### config.mk
export PLATFORM = sky130hd
export DESIGN_NAME = tinysoc_loader
export DESIGN_NICKNAME = d
export VERILOG_FILES = /design/src/rtl/tinysoc_loader_pkg.sv /design/src/rtl/tinysoc_tclk_gen.sv /design/src/rtl/tinysoc_loader.sv
export SDC_FILE = /design/constraint.sdc
export NUM_CORES = 1
export LEC_CHECK = 0
export BUFFER_PORTS_ARGS = -buffer_cell sky130_fd_sc_hd__buf_2
export CORE_UTILIZATION = 66
export CTS_BUF_LIST = sky130_fd_sc_hd__clkbuf_2 sky130_fd_sc_hd__clkbuf_4 sky130_fd_sc_hd__clkbuf_8
export CTS_CLUSTER_SIZE = 16
export DETAILED_ROUTE_END_ITERATION = 8
export MAX_ROUTING_LAYER = met4
export PLACE_DENSITY = 0.87
export SLEW_MARGIN = 15
export SYNTH_ARGS = -nofsm -noshare
export SYNTH_HDL_FRONTEND = slang
export SYNTH_SLANG_ARGS = --single-unit
### constraint.sdc
create_clock -name clk -period 5.3 [get_ports clk]
set_clock_uncertainty 0.15 [all_clocks]
set_input_delay 1.06 -clock clk [delete_from_list [all_inputs] [get_ports clk]]
set_output_delay 1.06 -clock clk [all_outputs]
set_load 0.005 [all_outputs]
### src/rtl/tinysoc_loader_pkg.sv
// tinysoc_loader_pkg: shared types and sizes for the tinysoc ROM loader.
package tinysoc_loader_pkg;
   localparam int INSTR_W = 12;
   localparam int HALF_W = 6;
   localparam int IMEM_DEPTH = 8;
   localparam int H_W = 4;
   typedef enum logic [1:0] {IDLE, RESET, LOAD, RUN} state_t;
   function automatic logic [HALF_W-1:0] half_of(input logic [INSTR_W-1:0] w, input logic hi);
      return hi ? w[INSTR_W-1:HALF_W] : w[HALF_W-1:0];
   endfunction
endpackage

### src/rtl/tinysoc_tclk_gen.sv
// tinysoc_tclk_gen: target clock divider; strobes flag the system cycle whose edge
// makes the target clock rise or fall.
module tinysoc_tclk_gen #(
   parameter int CLK_DIV = 2
) (
   input  logic clk,
   input  logic rst,
   input  logic run,
   input  logic clear,
   output logic tclk,
   output logic rise_stb,
   output logic fall_stb
);
   localparam int CW = $clog2(CLK_DIV + 1);
   logic [CW-1:0] cnt;
   logic tick;
   assign tick = run && cnt == CW'(CLK_DIV - 1);
   assign rise_stb = tick && !tclk;
   assign fall_stb = tick && tclk;
   always_ff @(posedge clk) begin
      if (rst || clear || !run) begin
         cnt <= '0;
         tclk <= 1'b0;
      end else if (tick) begin
         cnt <= '0;
         tclk <= !tclk;
      end else begin
         cnt <= cnt + 1'b1;
      end
   end
endmodule

### src/rtl/tinysoc_loader.sv
// tinysoc_loader: buffers 8 instructions, resets the target and serialises them as 6-bit
// halves, then forwards GPI/GPO. TINYSOC_LOADER_STEP_EN adds single-step run clocking.
module tinysoc_loader
   import tinysoc_loader_pkg::*;
#(
   parameter int CLK_DIV = 2,
   parameter int RST_CYCLES = 2
) (
   input  logic clk,
   input  logic rst,
   input  logic instr_valid,
   input  logic [INSTR_W-1:0] instr_data,
   output logic instr_ready,
   input  logic start,
   input  logic abort,
   input  logic [3:0] gpi_in,
`ifdef TINYSOC_LOADER_STEP_EN
   input  logic step,
`endif
   output logic busy,
   output logic done,
   output logic [7:0] pin_out,
   input  logic [7:0] pin_in,
   output logic [3:0] gpo_out
);
   localparam int RW = $clog2(RST_CYCLES + 1);
   state_t state, state_n;
   logic [INSTR_W-1:0] mem [IMEM_DEPTH];
   logic [2:0] wptr;
   logic [3:0] count, count_n;
   logic [H_W-1:0] h, h_n, nh;
   logic [RW-1:0] rcnt, rcnt_n;
   logic [HALF_W-1:0] data, data_n, nhalf;
   logic [INSTR_W-1:0] nw;
   logic rpin, rpin_n, wr, tclk, rise, fall, gen_run;
   logic [3:0] gpo_meta;
   logic unused;
   assign unused = ^pin_in[7:4];
   assign wr = instr_valid && instr_ready;
   assign count_n = count + {3'b0, wr};
   assign pin_out = {data, rpin, tclk};
   // Half presented at the next falling edge: 0 on leaving RESET, h+1 while loading.
   assign nh = state == LOAD ? h + 1'b1 : '0;
   assign nw = {1'b0, nh[3:1]} < count ? mem[nh[3:1]] : '0;
   assign nhalf = half_of(nw, nh[0]);
`ifdef TINYSOC_LOADER_STEP_EN
   logic stepping;
   always_ff @(posedge clk) begin
      if (rst || abort || state != RUN) stepping <= 1'b0;
      else if (!stepping) stepping <= step;
      else if (fall) stepping <= 1'b0;
   end
   assign gen_run = state == RESET || state == LOAD || (state == RUN && stepping);
`else
   assign gen_run = state != IDLE;
`endif
   tinysoc_tclk_gen #(.CLK_DIV(CLK_DIV)) u_tclk (
      .clk(clk),
      .rst(rst),
      .run(gen_run),
      .clear(abort),
      .tclk(tclk),
      .rise_stb(rise),
      .fall_stb(fall)
   );
   always_comb begin
      state_n = state;
      h_n = h;
      rcnt_n = rcnt;
      data_n = data;
      rpin_n = rpin;
      case (state)
         IDLE: begin
            state_n = start ? RESET : IDLE;
            rcnt_n = '0;
         end
         RESET: begin
            rcnt_n = rise ? rcnt + 1'b1 : rcnt;
            if (fall && rcnt == RW'(RST_CYCLES)) begin
               state_n = LOAD;
               rpin_n = 1'b0;
               h_n = '0;
               data_n = nhalf;
            end
         end
         LOAD: begin
            if (fall) begin
               state_n = h == '1 ? RUN : LOAD;
               h_n = nh;
               data_n = h == '1 ? {gpi_in, 2'b00} : nhalf;
            end
         end
         default: data_n = fall ? {gpi_in, 2'b00} : data;
      endcase
      if (abort) begin
         state_n = IDLE;
         h_n = '0;
         data_n = '0;
         rpin_n = 1'b1;
      end
   end
   always_ff @(posedge clk) begin
      if (rst) begin
         state <= IDLE;
         h <= '0;
         rcnt <= '0;
         data <= '0;
         rpin <= 1'b1;
         busy <= 1'b0;
         done <= 1'b0;
         instr_ready <= 1'b1;
         wptr <= '0;
         count <= '0;
         gpo_meta <= '0;
         gpo_out <= '0;
      end else begin
         state <= state_n;
         h <= h_n;
         rcnt <= rcnt_n;
         data <= data_n;
         rpin <= rpin_n;
         busy <= state_n == RESET || state_n == LOAD;
         done <= state_n == RUN;
         instr_ready <= state_n == IDLE && count_n < 4'd8;
         wptr <= wr ? wptr + 1'b1 : wptr;
         count <= count_n;
         gpo_meta <= pin_in[3:0];
         gpo_out <= gpo_meta;
      end
   end
   always_ff @(posedge clk) begin
      if (wr) mem[wptr] <= instr_data;
   end
endmodule
==> summary.txt <==
Synthesis
  – Mapped cell area: 5480 um2
  – Syn_area_per_cell: 12.5 um2
  – Synth Instances: 440
  – Ys Warns: 0
  – Flop and latch count out of synthesis: 132
  – Synth unique cells: 42
  – Most used DFF post-synth: edfxtp_1
  – Net count after synthesis: 484
  – EDFF count, synth: 96
  – Register area share after synthesis: 65.8%
  – Asr flop ratio synth: 0%

Finish
  – Final core utilization: 78.1%
  – Fillers: 431
  – Reg area: 3600 um2
  – Area grow syn2layout: 12.4%
  – Layout cells sized above 1: 18.4%
  – Multi-input logic area: 1700 um2
  – Final Net Count: 526
  – N_diodes: 0

Die
  – Die Span X: 93.1 um
  – Die ar.: 8670 um2
  – CORE AREA: 7890 um2
  – Row count: 32
  – Ports: 44
  – Initial Util: 69.5%
  – Die Span Y: 93.1 um

Power and ir drop
  – Peak supply drop: 0.232 mV
  – Power per cell area: 347 nW/um2
  – Pwr Total: 0.00214 W
  – Lkg Pwr: 2.25 nW

Critical path
  – CP arrival: 3.63 ns
  – Slowest cell delay on critical path: 0.89 ns
  – Worst setup startpoint: state[0]$_SDFF_PP0_
  – CP max FO: 15
  – WP buf/inv: 1
  – WP depth: 8
  – Critical path, cell by cell: inv_1 -> ha_1 -> nor2b_1 -> and2_1 -> a32oi_1 -> and4_1 -> a31oi_1 -> o22ai_1
  – Flop2flop setup slack: 1.82 ns
  – CP Capture Type: flip-flop
  – RR Endpoint: data[4]$_SDFFE_PP0P_
  – Crit path launch type: flip-flop
  – Top cell family by delay on the critical path: simple AND/OR/NAND/NOR gates
  – Cell depth of the worst flop-to-flop path: 8
  – CP Data Required Time: 5.45 ns
  – FF-to-FF Start: state[0]$_SDFF_PP0_
  – Worst Setup EP: data[4]$_SDFFE_PP0P_
  – CP max stage cell: nor2b_1
  – Crit Path Category: flip-flop to flip-flop

Route
  – Post-Route WL: 11.2 mm
  – M1 wire length: 4.51 mm
  – Drt pass-1 iters: 5
  – Post-route DRC: 0
  – Met2 wire length: 5.68 mm
  – Highest metal layer with signal wires: met4
  – Vias post-DR: 3656
  – DR iter-0 viols: 268
  – WL/cell: 18.8 um
  – Via-to-Cell Ratio: 6.12
  – Detail Route met3 WL: 865 um
  – Antenna-violating nets left: 0

Placement
  – Final RePlAce weighted congestion: 0.876
  – IO Port Bufs: 39
  – Final HPWL DP: 7.01 mm
  – Pre-CTS setup slack: 1.98 ns

Clocking
  – CTS Buf Count: 17
  – Deepest level of the CTS H-tree: 4
  – Reg clk slew, reported paths: 0.08 ns
  – Clk Latency, worst-skew pair: 0.43 ns
  – Post-CTS Setup Inserts: 0
  – Clk root buf: clkbuf_8
  – Post-CTS resize count: 0
  – CTS max path bufs: 2
  – CTS Hold Bufs: 0
  – CTS Sinks: 132
  – CTS tree: built

Global route
  – Total GRT Usage: 29.6%
  – Vias in the first global route: 3566
  – Largest net degree at the start of global routing: 41
  – First-pass GRT wire length: 18.1 mm
  – Initial antenna violation count: 0
  – GR Overflow Total: 0

Run status
  – Outcome: completed

Timing
  – Slew HR: 25.1%
  – Max-slew violation count: 0
  – Final Worst Setup Slack: 1.82 ns
  – Crit path time final: 3.48 ns
  – Hold Fails Final Rpt: 0
  – Post-route setup TNS: 0 ns
  – F_max: 288 MHz
  – Unrepaired setup endpoints after global routing: no
  – Slew @ Worst Pin: 1.12 ns
  – Final period util: 65.6%
  – Setup Viol. Count Final: 0
  – Hold slack: 0.294 ns

Worst hold path
  – Hold Crit Class: flip-flop to flip-flop

Job
  – Max cap viols: 0
==> cells by family after synthesis <==
group / count (synthesis) / share of synthesized area, %
adder cells (fa/ha/maj): 15 / 3.43
AND/OR/NAND/NOR: 169 / 14.4
buffers and inverters: 36 / 3.38
XOR/XNOR: 7 / 1.26
AO/OA/AOI/OAI: 65 / 7.90
multiplexers: 16 / 3.84
flip-flops: 132 / 65.8
==> layout by cell type, fill, tap and decap left out, drive strengths merged, types with 7 or more instances in the layout <==
cell,count
inv,16
o21ai,10
a32oi,7
mux2i,12
edfxtp,96
dfxtp,36
a21oi,14
buf,45
nand3,16
a31oi,12
nor3,8
nor2,37
nand2,66
clkbuf,20
ha,15
nor2b,19
==> per-layer routing <==
layer / GRT usage [%] / up-vias
met5: - / -
met4: 13.3 / 0
met3: 6.18 / 19
met2: 47.2 / 186
met1: 37.0 / 1767
li1: - / 1684
==> layout make-up <==
| cell class | count | share of cell area (%) |
|---|---|---|
| Sequential cell | 132 | 58.5 |
| Timing Repair Buffer | 45 | 3.90 |
| Clock inverter | 12 | 2.91 |
| Clock buffer | 20 | 4.16 |
| Tap cell | 102 | 2.07 |
| Multi-Input combinational cell | 272 | 27.6 |
| Inverter | 14 | 0.853 |
==> through the flow <==
step | area [um2] | cells
final | 6160 | 597
after global routing | 6160 | 597
after CTS | 6160 | 597
after detailed placement | 5720 | 565
after global placement | 5720 | 565
after floorplan | 5480 | 440
==> cell usage after synthesis (4+ instances only) <==
master / number / share of area (%)
a211oi_1: 5 / 0.69
a21o_1: 4 / 0.55
a21oi_1: 13 / 1.2
a311oi_1: 4 / 0.64
a31oi_1: 12 / 1.4
a32oi_1: 7 / 1.1
and4_1: 4 / 0.64
buf_2: 7 / 0.64
buf_4: 5 / 0.69
clkbuf_1: 7 / 0.48
dfxtp_1: 36 / 13
edfxtp_1: 96 / 53
ha_1: 15 / 3.4
inv_1: 13 / 0.89
mux2i_1: 12 / 2.2
mux4_2: 4 / 1.6
nand2_1: 66 / 4.5
nand2b_1: 4 / 0.46
nand3_1: 16 / 1.5
nor2_1: 37 / 2.5
nor2b_1: 19 / 2.2
nor3_1: 7 / 0.64
nor4_1: 4 / 0.46
o21ai_0: 9 / 0.82
o22ai_1: 5 / 0.57
xor2_1: 4 / 0.64
==> worst min path at each step <==
| stage | from | to | slack [ns] | cells after the start |
|---|---|---|---|---|
| global placement | u_tclk.cnt[0]$_SDFF_PP0_ | u_tclk.cnt[0]$_SDFF_PP0_ | 0.26 | 1 |
| CTS | gpo_meta[2]$_SDFF_PP0_ | gpo_out[2]$_SDFF_PP0_ | 0.30 | 1 |
| global route | gpo_meta[2]$_SDFF_PP0_ | gpo_out[2]$_SDFF_PP0_ | 0.31 | 1 |
| detailed placement | gpo_meta[2]$_SDFF_PP0_ | gpo_out[2]$_SDFF_PP0_ | 0.28 | 1 |
| floorplan | u_tclk.cnt[0]$_SDFF_PP0_ | u_tclk.cnt[0]$_SDFF_PP0_ | 0.26 | 1 |
| finish | u_tclk.cnt[0]$_SDFF_PP0_ | u_tclk.cnt[0]$_SDFF_PP0_ | 0.29 | 1 |
==> power by group <==
part	internal, W	switching, W
clock	0.000530	0.000385
combinational	0.0000287	0.0000524
sequential	0.00113	0.0000102
==> registers in the layout, summed over array words and instances (netlist names) <==
signal       cells
mem             96
u_tclk.tclk      1
instr_ready      1
u_tclk.cnt       2
rpin             1
gpo_meta         4
done             1
gpo_out          4
busy             1
state            2
count            4
h                4
rcnt             2
data             6
wptr             3
(Power assumes the default switching activity.)
